<file path="config.mk">
export PLATFORM = sky130hd
export DESIGN_NAME = sls_serial_sub_v
export DESIGN_NICKNAME = d
export VERILOG_FILES = /design/src/rtl/sls_serial_sub_v.sv
export SDC_FILE = /design/constraint.sdc
export NUM_CORES = 1
export LEC_CHECK = 0
export BUFFER_PORTS_ARGS = -buffer_cell sky130_fd_sc_hd__buf_2
export CAP_MARGIN = 0
export CORE_UTILIZATION = 55
export CTS_BUF_LIST = sky130_fd_sc_hd__clkbuf_8
export DETAILED_ROUTE_END_ITERATION = 16
export PLACE_DENSITY = 0.9
export SLEW_MARGIN = 25
export SYNTH_ARGS = -nofsm -noshare
export SYNTH_HDL_FRONTEND = slang
export SYNTH_SLANG_ARGS = --single-unit
</file>
<file path="constraint.sdc">
create_clock -name clk -period 2 [get_ports clk]
set_clock_uncertainty 0.05 [all_clocks]
set_input_delay 0.4 -clock clk [delete_from_list [all_inputs] [get_ports clk]]
set_output_delay 0.4 -clock clk [all_outputs]
set_load 0.02 [all_outputs]
</file>
<file path="src/rtl/sls_serial_sub_v.sv">
// Bit-serial ripple subtractor: diff = x - y - bin, one bit per clock, LSB first.
// One full-subtractor cell plus a borrow flip-flop. Operands load on start and the
// parallel result is flagged by a single-cycle done pulse.
// Optional build macro SLS_SERIAL_ADDSUB_EN adds an add_n port that turns the cell
// into a full adder (bin becomes carry-in, bout becomes carry-out).
module sls_serial_sub_v #(
  parameter int unsigned WIDTH = 8
) (
  input  logic             clk,
  input  logic             rst,
  input  logic             start,
  input  logic [WIDTH-1:0] x_in,
  input  logic [WIDTH-1:0] y_in,
  input  logic             bin,
`ifdef SLS_SERIAL_ADDSUB_EN
  input  logic             add_n,
`endif
  output logic [WIDTH-1:0] diff,
  output logic             bout,
  output logic             ovf,
  output logic             busy,
  output logic             done
);

  localparam int unsigned CntW = (WIDTH > 1) ? $clog2(WIDTH) : 1;
  localparam logic [CntW-1:0] CntLast = CntW'(WIDTH - 1);

  typedef enum logic [0:0] {StIdle, StShift} state_e;

  state_e           state_q;
  logic [WIDTH-1:0] xr_q, yr_q, diff_q;
  logic             br_q, xs_q, ys_q;
  logic [CntW-1:0]  cnt_q;
  logic             bout_q, ovf_q, busy_q, done_q;
`ifdef SLS_SERIAL_ADDSUB_EN
  logic             add_q;
`endif

  logic             d_bit, b_next, ovf_next;
  logic [WIDTH-1:0] diff_shift;

  // Single arithmetic cell operating on the current LSBs, plus the result shifter.
  always_comb begin
    d_bit    = xr_q[0] ^ yr_q[0] ^ br_q;
    b_next   = (~xr_q[0] & yr_q[0]) | (~(xr_q[0] ^ yr_q[0]) & br_q);
    ovf_next = (xs_q != ys_q) && (d_bit != xs_q);
`ifdef SLS_SERIAL_ADDSUB_EN
    if (add_q) begin
      b_next   = (xr_q[0] & yr_q[0]) | (br_q & (xr_q[0] ^ yr_q[0]));
      ovf_next = (xs_q == ys_q) && (d_bit != xs_q);
    end
`endif
    // Written as shift-then-insert so WIDTH=1 needs no special case.
    diff_shift            = diff_q >> 1;
    diff_shift[WIDTH-1]   = d_bit;
  end

  // Control FSM and datapath registers; all outputs are registered.
  always_ff @(posedge clk) begin
    if (rst) begin
      state_q <= StIdle;
      xr_q    <= '0;
      yr_q    <= '0;
      br_q    <= 1'b0;
      xs_q    <= 1'b0;
      ys_q    <= 1'b0;
      cnt_q   <= '0;
      diff_q  <= '0;
      bout_q  <= 1'b0;
      ovf_q   <= 1'b0;
      busy_q  <= 1'b0;
      done_q  <= 1'b0;
`ifdef SLS_SERIAL_ADDSUB_EN
      add_q   <= 1'b0;
`endif
    end else begin
      case (state_q)
        StIdle: begin
          done_q <= 1'b0;
          if (start) begin
            xr_q    <= x_in;
            yr_q    <= y_in;
            br_q    <= bin;
            xs_q    <= x_in[WIDTH-1];
            ys_q    <= y_in[WIDTH-1];
            cnt_q   <= '0;
            busy_q  <= 1'b1;
            state_q <= StShift;
`ifdef SLS_SERIAL_ADDSUB_EN
            add_q   <= add_n;
`endif
          end
        end
        StShift: begin
          diff_q <= diff_shift;
          xr_q   <= xr_q >> 1;
          yr_q   <= yr_q >> 1;
          br_q   <= b_next;
          cnt_q  <= cnt_q + 1'b1;
          if (cnt_q == CntLast) begin
            bout_q  <= b_next;
            ovf_q   <= ovf_next;
            busy_q  <= 1'b0;
            done_q  <= 1'b1;
            state_q <= StIdle;
          end
        end
        default: state_q <= StIdle;
      endcase
    end
  end

  assign diff = diff_q;
  assign bout = bout_q;
  assign ovf  = ovf_q;
  assign busy = busy_q;
  assign done = done_q;

endmodule

</file>
After elaboration in Yosys (flattened, before gate mapping)
Cells that the tools add are included.
{ "op_classes": {"add_sub_neg": 1, "eq_ne": 5, "muxes": 16, "n_bitwise": 8, "n_reduce_logical": 4} }
{ "op_table": {"columns": ["operator", "n"], "rows": [
  ["$pmux W8 S2", 2],
  ["$mux W8", 2],
  ["$pmux W1 S2", 4],
  ["$mux W1", 6],
  ["$pmux W3 S2", 1],
  ["$reduce_and A2 Y1", 3],
  ["$add A3 B1 Y3 const B", 1],
  ["$eq A3 B3 Y1 const B", 1],
  ["$mux W3", 1],
  ["$not A1 Y1", 3],
  ["$and A1 B1 Y1", 2],
  ["$ne A1 B1 Y1", 2],
  ["$ne A2 B1 Y1 const B", 1],
  ["$ne A2 B2 Y1 const B", 1],
  ["$xor A1 B1 Y1", 2],
  ["$logic_and A1 B1 Y1", 1],
  ["$or A1 B1 Y1", 1]
]} }
{ "word_totals": {"regBits": 35, "input_bits": 20, "output_inout_bits": 12} }

Depth between registers and ports, before layout
Gate-level depths: netlist of run 1.
{ "logic_depth": {"depth_word": 5, "depth_mapped": 5, "mapped_depth_nobuf": 5} }

Worst setup path after synthesis of run 1
OpenSTA, ideal clock, no wires.
{ "synth_path": {"kind": "flip-flop to flip-flop", "from": "reg yr_q[0]", "to": "reg ovf_q, in the netlist ovf", "arrival_time_ns": 1.286, "required_time_ns": 1.859, "path_slack_ns": 0.573, "stages_incl_launch_ff": 6, "path_buffers": 0, "synth_period_minus_slack_ns": 1.427, "cell_sequence": "dfxtp_1 > inv_1 > fa_1 > nor3b_1 > a21oi_1 > a311oi_1"} }
{ "synth_via": {"elab_chain_cells": 4} }
{ "synth_lines": {"columns": ["element", "line", "source"], "rows": [
  ["start: declaration", "31", "logic [WIDTH-1:0] xr_q, yr_q, diff_q;"],
  ["start signal: assignment", "82", "yr_q <= y_in;"],
  ["start signal: assignment", "97", "yr_q <= yr_q >> 1;"],
  ["$xor A1 B1 Y1 (2 in a row)", "44", "d_bit = xr_q[0] ^ yr_q[0] ^ br_q;"],
  ["named net d_bit", "39", "logic d_bit, b_next, ovf_next;"],
  ["$ne A1 B1 Y1", "46", "ovf_next = (xs_q != ys_q) && (d_bit != xs_q);"],
  ["$logic_and A1 B1 Y1", "46", null],
  ["end signal: assignment", "102", "ovf_q <= ovf_next;"],
  ["end: declaration", "34", "logic bout_q, ovf_q, busy_q, done_q;"]
]} }
The timed path passes the listed nets, and every way through them passes these cells.
A chain may end at the register's enable or synchronous reset.

Worst setup path in the final report of run 1
Ends and elaborated chain as after synthesis.

==> flow_summary.toml, run 1 <==
[clocking]
clk_latency_ps = 280
clockBufferDepth = 2
cts_resized = 0
clkTransAtPathRegs_ps = 60
cts_hold_buf = 0
cts.sinks = 35
htree_levels = 2
cts_buffers = 5
cts_tree = "yes"
postCtsSetupBuffers = 0
cts-root-buf = "clkbuf_8"

[setup_path]
r2r-end = "ovf$_SDFFE_PP0P_"
r2r_cells = 5
worst_path_largest_cell_delay_ps = 500
path_cells = "inv_1 -> fa_1 -> nor3b_1 -> a21oi_1 -> a311oi_1"
cp_top_family = "adder cells"
r2r-start = "yr_q[0]$_SDFFE_PP0P_"
startpoint_type = "register"
end_kind = "register"
worstPathMaxFanout = 3
cp.buffers_inverters = 1
cp.arrival_ps = 1730
rrSetupSlack_ps = 400
worst-setup-path-type = "reg -> reg"
cp_slowest_cell = "fa_1"
required_ps = 2140

[place]
routabilityCongestion = 0.703
port_buffers = 31
dp_hpwl_um = 2020
dp_worst_setup_slack_ps = 376

[synthesis]
synth_seq_cells = 35
syn-cell-area_sq_um = 1590
synth-edff-count = 0
yosysWarnings = 0
synthCells = 144
syn_avg_cell_area_sq_um = 11.0
synth_async_sr_flop_share_pct = 0
synth_nets = 168
synth_cell_types = 23
ys_seq_area_share_pct = 44.1
synth_flop_cell = "dfxtp_1"

[pwr]
pwr-share-clk_pct = 32.3
p_switching_uw = 337
peakVddDrop_uv = 568
p_leak_nw = 0.836
netSwitchingFraction_pct = 24.1
power_frac_seq_pct = 54.2
power_mw = 1.40
combPwrFrac_pct = 13.6
internal_power_mw = 1.06
power_density_nw_per_um2 = 780

[sta]
fin_setup_tns_ps = 0
rsz0062_at_grt = "false"
finalHoldViolations = 0
holdWs_ps = 344
finalSetupViolCount = 0
fmax_mhz = 626
slew_headroom_pct = 60.2
fin_crit_sh_pct = 79.9
layout_min_cycle_time_ps = 1600
worst_pin_slew_ps = 596
drv_slew = 0
fin_ws_ps = 402

[cells_and_area]
multi_input_area_sq_um = 787
nets = 197
antenna_cells = 0
drive_above_1_share_pct = 32.0
area_delta_synth_final_pct = 12.8
seq_area_sq_um = 702
final_common_cell = "dfxtp_1"
mostFrequentLayoutCells = "dfxtp_1 (34), buf_2 (31), nor2_1 (29)"
fillers = 215

[min_path]
min_to = "ys_q$_SDFFE_PP0P_"
hold_class = "in -> reg"
holdCritStartpoint = "y_in[7]"
hold_depth = 3

[global_routing]
grt_pass1_wl_um = 4920
grt_use_total_pct = 21.1
grt_pass1_vias = 1105
grt_max_degree = 36
antenna_found_initial = 0
grt-ovfl-total = 0

[drt]
wl_per_cell_um = 14.2
detailroute.via_count = 1115
antenna_left = 0
drt_iter0_markers = 10
drt-pass1-iter-count = 4
wirelength_um = 2880
vias_per_cell = 5.49
drc = 0

[die]
core_sq_um = 2730
die_area_sq_um = 3110
start_util_pct = 58.1
die_h_um = 55.7
row_count = 19
die_w_um = 55.7
ios = 32

[outcome]
outcome = "finished, final reports clean"

[run]
maxCapViolCount = 0
-- power groups by stage --
stage	Clock (mW)	Sequential [mW]	Combinational (mW)
floorplan	0	0.765	0.156
global route	0.494	0.761	0.207
global placement	0	0.770	0.180
detailed placement	0	0.772	0.190
finish	0.451	0.757	0.190
CTS	0.462	0.757	0.191
-- layout make-up --
type / count / share of cell area [%]
Clock inverter: 1 / 0.210
Inverter: 2 / 0.419
Multi-Input combinational cell: 96 / 44.0
Clock buffer: 5 / 3.84
Timing Repair Buffer: 33 / 10.2
Sequential cell: 35 / 39.2
Tap cell: 31 / 2.17
-- cell families after synthesis --
group / synth area share (%)
mux: 29.8
buf+inv: 6.30
flops: 44.1
fa+ha+maj: 3.63
compound gates: 4.89
simple gates: 11.3
-- stage by stage --
step           cells  utilization [%]  cell area [sq um]
6_report         203             65.5               1790
4_1_cts          203             65.5               1790
2_1_floorplan    144                -               1590
3_5_place_dp     197             62.8               1720
5_1_grt          203             65.5               1790
3_3_place_gp     197             62.8               1720
-- how the worst max path moves through the flow --
stage,from,end,slack [ps],cells after the start
6_report,yr_q[0]$_SDFFE_PP0P_,ovf$_SDFFE_PP0P_,400,5
5_1_grt,yr_q[0]$_SDFFE_PP0P_,ovf$_SDFFE_PP0P_,270,5
4_1_cts,yr_q[0]$_SDFFE_PP0P_,ovf$_SDFFE_PP0P_,390,5
3_5_place_dp,yr_q[0]$_SDFFE_PP0P_,ovf$_SDFFE_PP0P_,380,5
3_3_place_gp,start,br_q$_SDFFE_PP0P_,460,4
2_1_floorplan,yr_q[0]$_SDFFE_PP0P_,ovf$_SDFFE_PP0P_,570,5
-- routing by layer --
layer	global-route usage, %	vias to the layer above	share of wire [%]
met5	0	-	0
met4	8.57	0	0.76
met3	7.91	2	3.9
met2	35.1	24	53
met1	24.3	538	43
li1	-	551	-
-- cell usage after synthesis (2+ instances only) --
master	count	area (sq um)
mux2i_1	27	270
a211oi_1	3	22.5
mux2_4	12	180
buf_2	3	15.0
buf_6	3	33.8
a21oi_1	6	30.0
nor2_1	29	109
inv_1	2	7.51
and2b_2	2	17.5
nor3_1	2	10.0
a311oi_1	2	17.5
ha_1	3	37.5
clkbuf_1	2	7.51
dfxtp_1	35	701
mux2_2	2	22.5
nor3b_1	4	30.0
-- sequential cells by signal (all words and copies together) (netlist names) --
name	cells
state_q	1
br_q	1
yr_q	8
done	1
diff	8
ovf	1
busy	1
xs_q	1
ys_q	1
xr_q	8
cnt_q	3
bout	1
-- worst min-delay path, stage by stage --
cell     delay, ps
buf_2          100
mux2i_1         70
nor2_1          70
No activity file was read; power rests on OpenSTA's default activity.
==> inputs of run 2 (changes only) <==
--- a/config.mk
+++ b/config.mk
@@ -7,10 +7,10 @@
 export LEC_CHECK = 0
 export BUFFER_PORTS_ARGS = -buffer_cell sky130_fd_sc_hd__buf_2
 export CAP_MARGIN = 0
-export CORE_UTILIZATION = 55
+export CORE_UTILIZATION = 51
 export CTS_BUF_LIST = sky130_fd_sc_hd__clkbuf_8
 export DETAILED_ROUTE_END_ITERATION = 16
-export PLACE_DENSITY = 0.9
+export PLACE_DENSITY = 0.88
 export SLEW_MARGIN = 25
 export SYNTH_ARGS = -nofsm -noshare
 export SYNTH_HDL_FRONTEND = slang
==> constraint.sdc (replaced) <==
create_clock -name clk -period 1.4 [get_ports clk]
set_clock_uncertainty 0.05 [all_clocks]
set_input_delay 0.28 -clock clk [delete_from_list [all_inputs] [get_ports clk]]
set_output_delay 0.28 -clock clk [all_outputs]
set_load 0.02 [all_outputs]
==> run 2 against run 1 <==
Effect of this change:
- the flow now finishes with violations (design-rule violations, negative setup slack)
- core utilization up 0.30 points
- global-route usage down 1.3 points
- sequential cell count is the same
- count of clock-buffer cells in the layout rose by 2
- wire length up 4.7%
- sequential share of layout area down 1.7 points
- largest power group unchanged
- fmax is 4.1% higher
- critical path depth unchanged
- register-to-register slack got worse by 540 ps
- power up 53%
- final cell count grew 3.9%
- sequential power grew 43%
==> flow_summary.toml, run 2 (synthesis gave the netlist of run 1 again) <==
[setup_path]
cp_slowest_cell = "fa_1"
cp.arrival_ps = 1660
r2r-start = "yr_q[0]$_SDFFE_PP0P_"
startpoint_type = "register"
worst-setup-path-type = "reg -> reg"
crit_start = "yr_q[0]$_SDFFE_PP0P_"
end_kind = "register"
worstPathMaxFanout = 3
cp.buffers_inverters = 1
cp_top_family = "adder cells"
worst_path_largest_cell_delay_ps = 500
path_cells = "inv_2 -> fa_1 -> nor3b_2 -> a21oi_1 -> a311oi_2"
required_ps = 1520

[clocking]
postCtsSetupBuffers = 0
clockBufferDepth = 2
clk_latency_ps = 280
cts-root-buf = "clkbuf_8"
htree_levels = 2
cts_hold_buf = 0
clkTransAtPathRegs_ps = 70
cts_tree = "yes"
cts_buffers = 5
cts.sinks = 35

[drt]
vias_per_cell = 5.32
drt_iter0_markers = 23
wirelength_um = 3010
antenna_left = 0
drt-pass1-iter-count = 10
detailroute.via_count = 1123
drc = 2
wl_per_cell_um = 14.3

[sta]
slew_headroom_pct = 69.9
fin_ws_ps = -135
worst_pin_slew_ps = 452
layout_min_cycle_time_ps = 1530
fmax_mhz = 652
rsz0062_at_grt = "true"
finalHoldViolations = 0
drv_slew = 0
finalSetupViolCount = 1
fin_crit_sh_pct = 110

[global_routing]
grt_use_total_pct = 19.8
grt_max_degree = 27
grt-ovfl-total = 0
antenna_found_initial = 0
grt_pass1_wl_um = 4910
grt_pass1_vias = 1112

[die]
ios = 32
start_util_pct = 55.7
die_w_um = 57.8
die_h_um = 57.8
die_area_sq_um = 3340
core_sq_um = 2850
row_count = 19

[cells_and_area]
final_common_cell = "dfxtp_1"
drive_above_1_share_pct = 37.8
nets = 203
antenna_cells = 0
mostFrequentLayoutCells = "dfxtp_1 (32), buf_2 (31), nor2_1 (29)"
area_delta_synth_final_pct = 18.2
final_cells = 211

[place]
routabilityCongestion = 0.733
placedCellCount = 203
dp_worst_setup_slack_ps = -181
dp_hpwl_um = 2200
port_buffers = 31

[pwr]
power_density_nw_per_um2 = 1140
peakVddDrop_uv = 725
power_mw = 2.14
p_leak_nw = 0.885

[outcome]
violations = "design-rule violations, negative setup slack"
outcome = "finished, violations left"

[run]
maxCapViolCount = 0

[min_path]
hold_class = "in -> reg"
holdCritStartpoint = "x_in[7]"
==> run 2: metal layers <==
| layer | vias up | wire length [um] | share of wire, % | global-route usage (%) |
|---|---|---|---|---|
| li1 | 561 | - | - | - |
| met3 | 0 | 142 | 4.7 | 6.92 |
| met5 | - | 0 | 0 | 0 |
| met4 | 0 | 0 | 0 | 4.76 |
| met2 | 27 | 1570 | 52 | 35.7 |
| met1 | 535 | 1300 | 43 | 22.4 |
==> run 2: power breakdown <==
group	switching [mW]	internal [mW]	total [mW]
Clock	0.322	0.441	0.763
Sequential	0.0307	1.04	1.08
Combinational	0.136	0.164	0.300
==> run 2: cell type report <==
| class | instances | area [sq um] |
|---|---|---|
| timing repair buffer | 39 | 228 |
| fill | 228 | 976 |
| clock inverter | 1 | 3.75 |
| tap | 31 | 38.8 |
| multi-input combinational | 96 | 798 |
| inverter | 2 | 7.51 |
| sequential | 35 | 704 |
| clock buffer | 7 | 96.3 |
==> run 2: tightest hold or removal path, cell delays in order <==
cell and delay [ps]:
buf_2 90, mux2i_1 60, nor2_1 90
==> run 2: per-stage QoR <==
step	setup TNS [ps]	util [%]	hold slack, ps	instance area [sq um]
final	-135	65.8	232	1880
after global placement	-9.50	61.8	418	1760
after CTS	-115	65.6	217	1870
after detailed placement	-181	61.8	434	1760
after floorplan	0	-	377	1590
after global routing	-205	65.8	244	1880
==> run 2: repair_timing <==
| item | CTS | global route |
|---|---|---|
| pin swaps | 1 | 0 |
| resized for setup | 4 | 1 |
| endpoints found under the setup margin | 1 | 2 |
==> run 2: final timing paths <==
path | to | slack (ps) | depth (start not counted)
setup / recovery | ovf$_SDFFE_PP0P_ | -130 | 5
hold / removal | xs_q$_SDFFE_PP0P_ | 230 | 3
setup reg to reg | ovf$_SDFFE_PP0P_ | -130 | 5
hold reg to reg | diff[0]$_SDFFE_PP0P_ | 440 | 2
==> inputs of run 3 (changes only) <==
==> constraint.sdc (replaced) <==
create_clock -name clk -period 1.4 [get_ports clk]
set_clock_uncertainty 0.05 [all_clocks]
set_input_delay 0.14 -clock clk [delete_from_list [all_inputs] [get_ports clk]]
set_output_delay 0.14 -clock clk [all_outputs]
set_load 0.02 [all_outputs]
==> run 3 against run 2 <==
Effect of this change:
- the run still ends with design-rule violations, negative setup slack left
- power rose by 0.37%
- clock power rose by 1%
- cell area fell by 1.1%
- sequential share of layout area rose by 0.43 points
- die area did not move
- register-to-register slack improved by 40 ps
- first-iteration DRC count fell by 4.3%
- worst setup slack improved by 40 ps
==> flow_summary.toml, run 3 (synthesis gave the netlist of run 1 again) <==
[die]
die_area_sq_um = 3340
die_h_um = 57.8
die_w_um = 57.8
core_sq_um = 2850
start_util_pct = 55.7
ios = 32
row_count = 19

[global_routing]
grt_max_degree = 36
antenna_found_initial = 0
grt-ovfl-total = 0
grt_pass1_vias = 1100
grt_use_total_pct = 19.6
grt_pass1_wl_um = 4810

[setup_path]
r2r-start = "yr_q[0]$_SDFFE_PP0P_"
startpoint_type = "register"
end_kind = "register"
rrSetupSlack_ps = -90
worstPathMaxFanout = 3
crit_start = "yr_q[0]$_SDFFE_PP0P_"
worst-setup-path-type = "reg -> reg"
r2r-end = "ovf$_SDFFE_PP0P_"
cp.arrival_ps = 1630
r2r_cells = 5
required_ps = 1530

[drt]
antenna_left = 0
drt-pass1-iter-count = 12
drc = 2
detailroute.via_count = 1117
drt_iter0_markers = 22
wl_per_cell_um = 14.1
wirelength_um = 2940
vias_per_cell = 5.34

[clocking]
cts_buffers = 5
cts-root-buf = "clkbuf_8"
clk_latency_ps = 280
postCtsSetupBuffers = 0
clockBufferDepth = 2
cts.sinks = 35
cts_tree = "yes"
clkTransAtPathRegs_ps = 70
htree_levels = 2

[sta]
drv_slew = 0
worst_pin_slew_ps = 579
finalSetupViolCount = 2
slew_headroom_pct = 61.4
fin_crit_sh_pct = 107
layout_min_cycle_time_ps = 1490
rsz0062_at_grt = "true"
fin_ws_ps = -94.5
fmax_mhz = 669
finalHoldViolations = 0

[place]
dp_hpwl_um = 2090
routabilityCongestion = 0.729
dp_worst_setup_slack_ps = -133
port_buffers = 31
dpl_cell_area_sq_um = 1750

[pwr]
peakVddDrop_uv = 752
p_leak_nw = 0.874
power_density_nw_per_um2 = 1160

[cells_and_area]
final_common_cell = "dfxtp_1"
mostFrequentLayoutCells = "dfxtp_1 (32), buf_2 (31), nor2_1 (29)"
nets = 201
drive_above_1_share_pct = 36.5
stdcell_area_sq_um = 1860
antenna_cells = 0
area_delta_synth_final_pct = 16.9

[outcome]
violations = "design-rule violations, negative setup slack"
outcome = "finished, violations left"

[min_path]
min_to = "ys_q$_SDFFE_PP0P_"
hold_depth = 3
hold_class = "in -> reg"
holdCritStartpoint = "y_in[7]"

[run]
maxCapViolCount = 0
-- run 3: final cells by class --
type	instances	area [sq um]
multi-input cells	96	792
fillers	226	997
well taps	31	38.8
flip-flops and latches	35	704
clock inverters	1	3.75
repair buffers	37	213
clock buffers	7	96.3
inverters	2	7.51
-- run 3: how the worst max path moves through the flow --
stage | to | cells after the start
floorplan | ovf$_SDFFE_PP0P_ | 5
global placement | ovf$_SDFFE_PP0P_ | 5
detailed placement | ovf$_SDFFE_PP0P_ | 5
CTS | ovf$_SDFFE_PP0P_ | 5
global route | ovf$_SDFFE_PP0P_ | 5
finish | ovf$_SDFFE_PP0P_ | 5
-- run 3: what timing repair did --
item / CTS / global route
hold buffers: 0 / 0
gates resized for setup: 4 / 0
pin swaps: 3 / 1
setup endpoints to repair: 2 / 2
-- run 3: worst max-delay path, stage by stage, from the launching register on --
cell and delay, ps:
dfxtp_2 330, inv_2 40, fa_1 500, nor3b_2 170, a21oi_1 60, a311oi_1 250
-- run 3: through the flow --
| stage | setup TNS (ps) | instances | utilization [%] | hold WS (ps) | power [mW] |
|---|---|---|---|---|---|
| after floorplan | 0 | 144 | - | 237 | 1.32 |
| after global placement | -11.3 | 201 | 61.3 | 352 | 1.37 |
| after detailed placement | -165 | 201 | 61.3 | 364 | 1.39 |
| after CTS | -175 | 209 | 65.0 | 68.1 | 2.17 |
| after global routing | -239 | 209 | 65.0 | 101 | 2.25 |
| final | -119 | 209 | 65.0 | 69.7 | 2.15 |
-- run 3: where the power goes --
part | total [mW] | switching [mW] | internal, mW
clock network | 0.774 | 0.333 | 0.441
logic | 0.297 | 0.137 | 0.160
registers | 1.08 | 0.0305 | 1.04
total | 2.15 | 0.500 | 1.65
-- run 3: per-layer routing --
metal	wire (um)	GRT usage, %	vias up
li1	-	-	561
met1	1230	22.1	527
met2	1530	34.2	25
met3	138	6.92	4
met4	46	7.14	0
met5	0	0	-
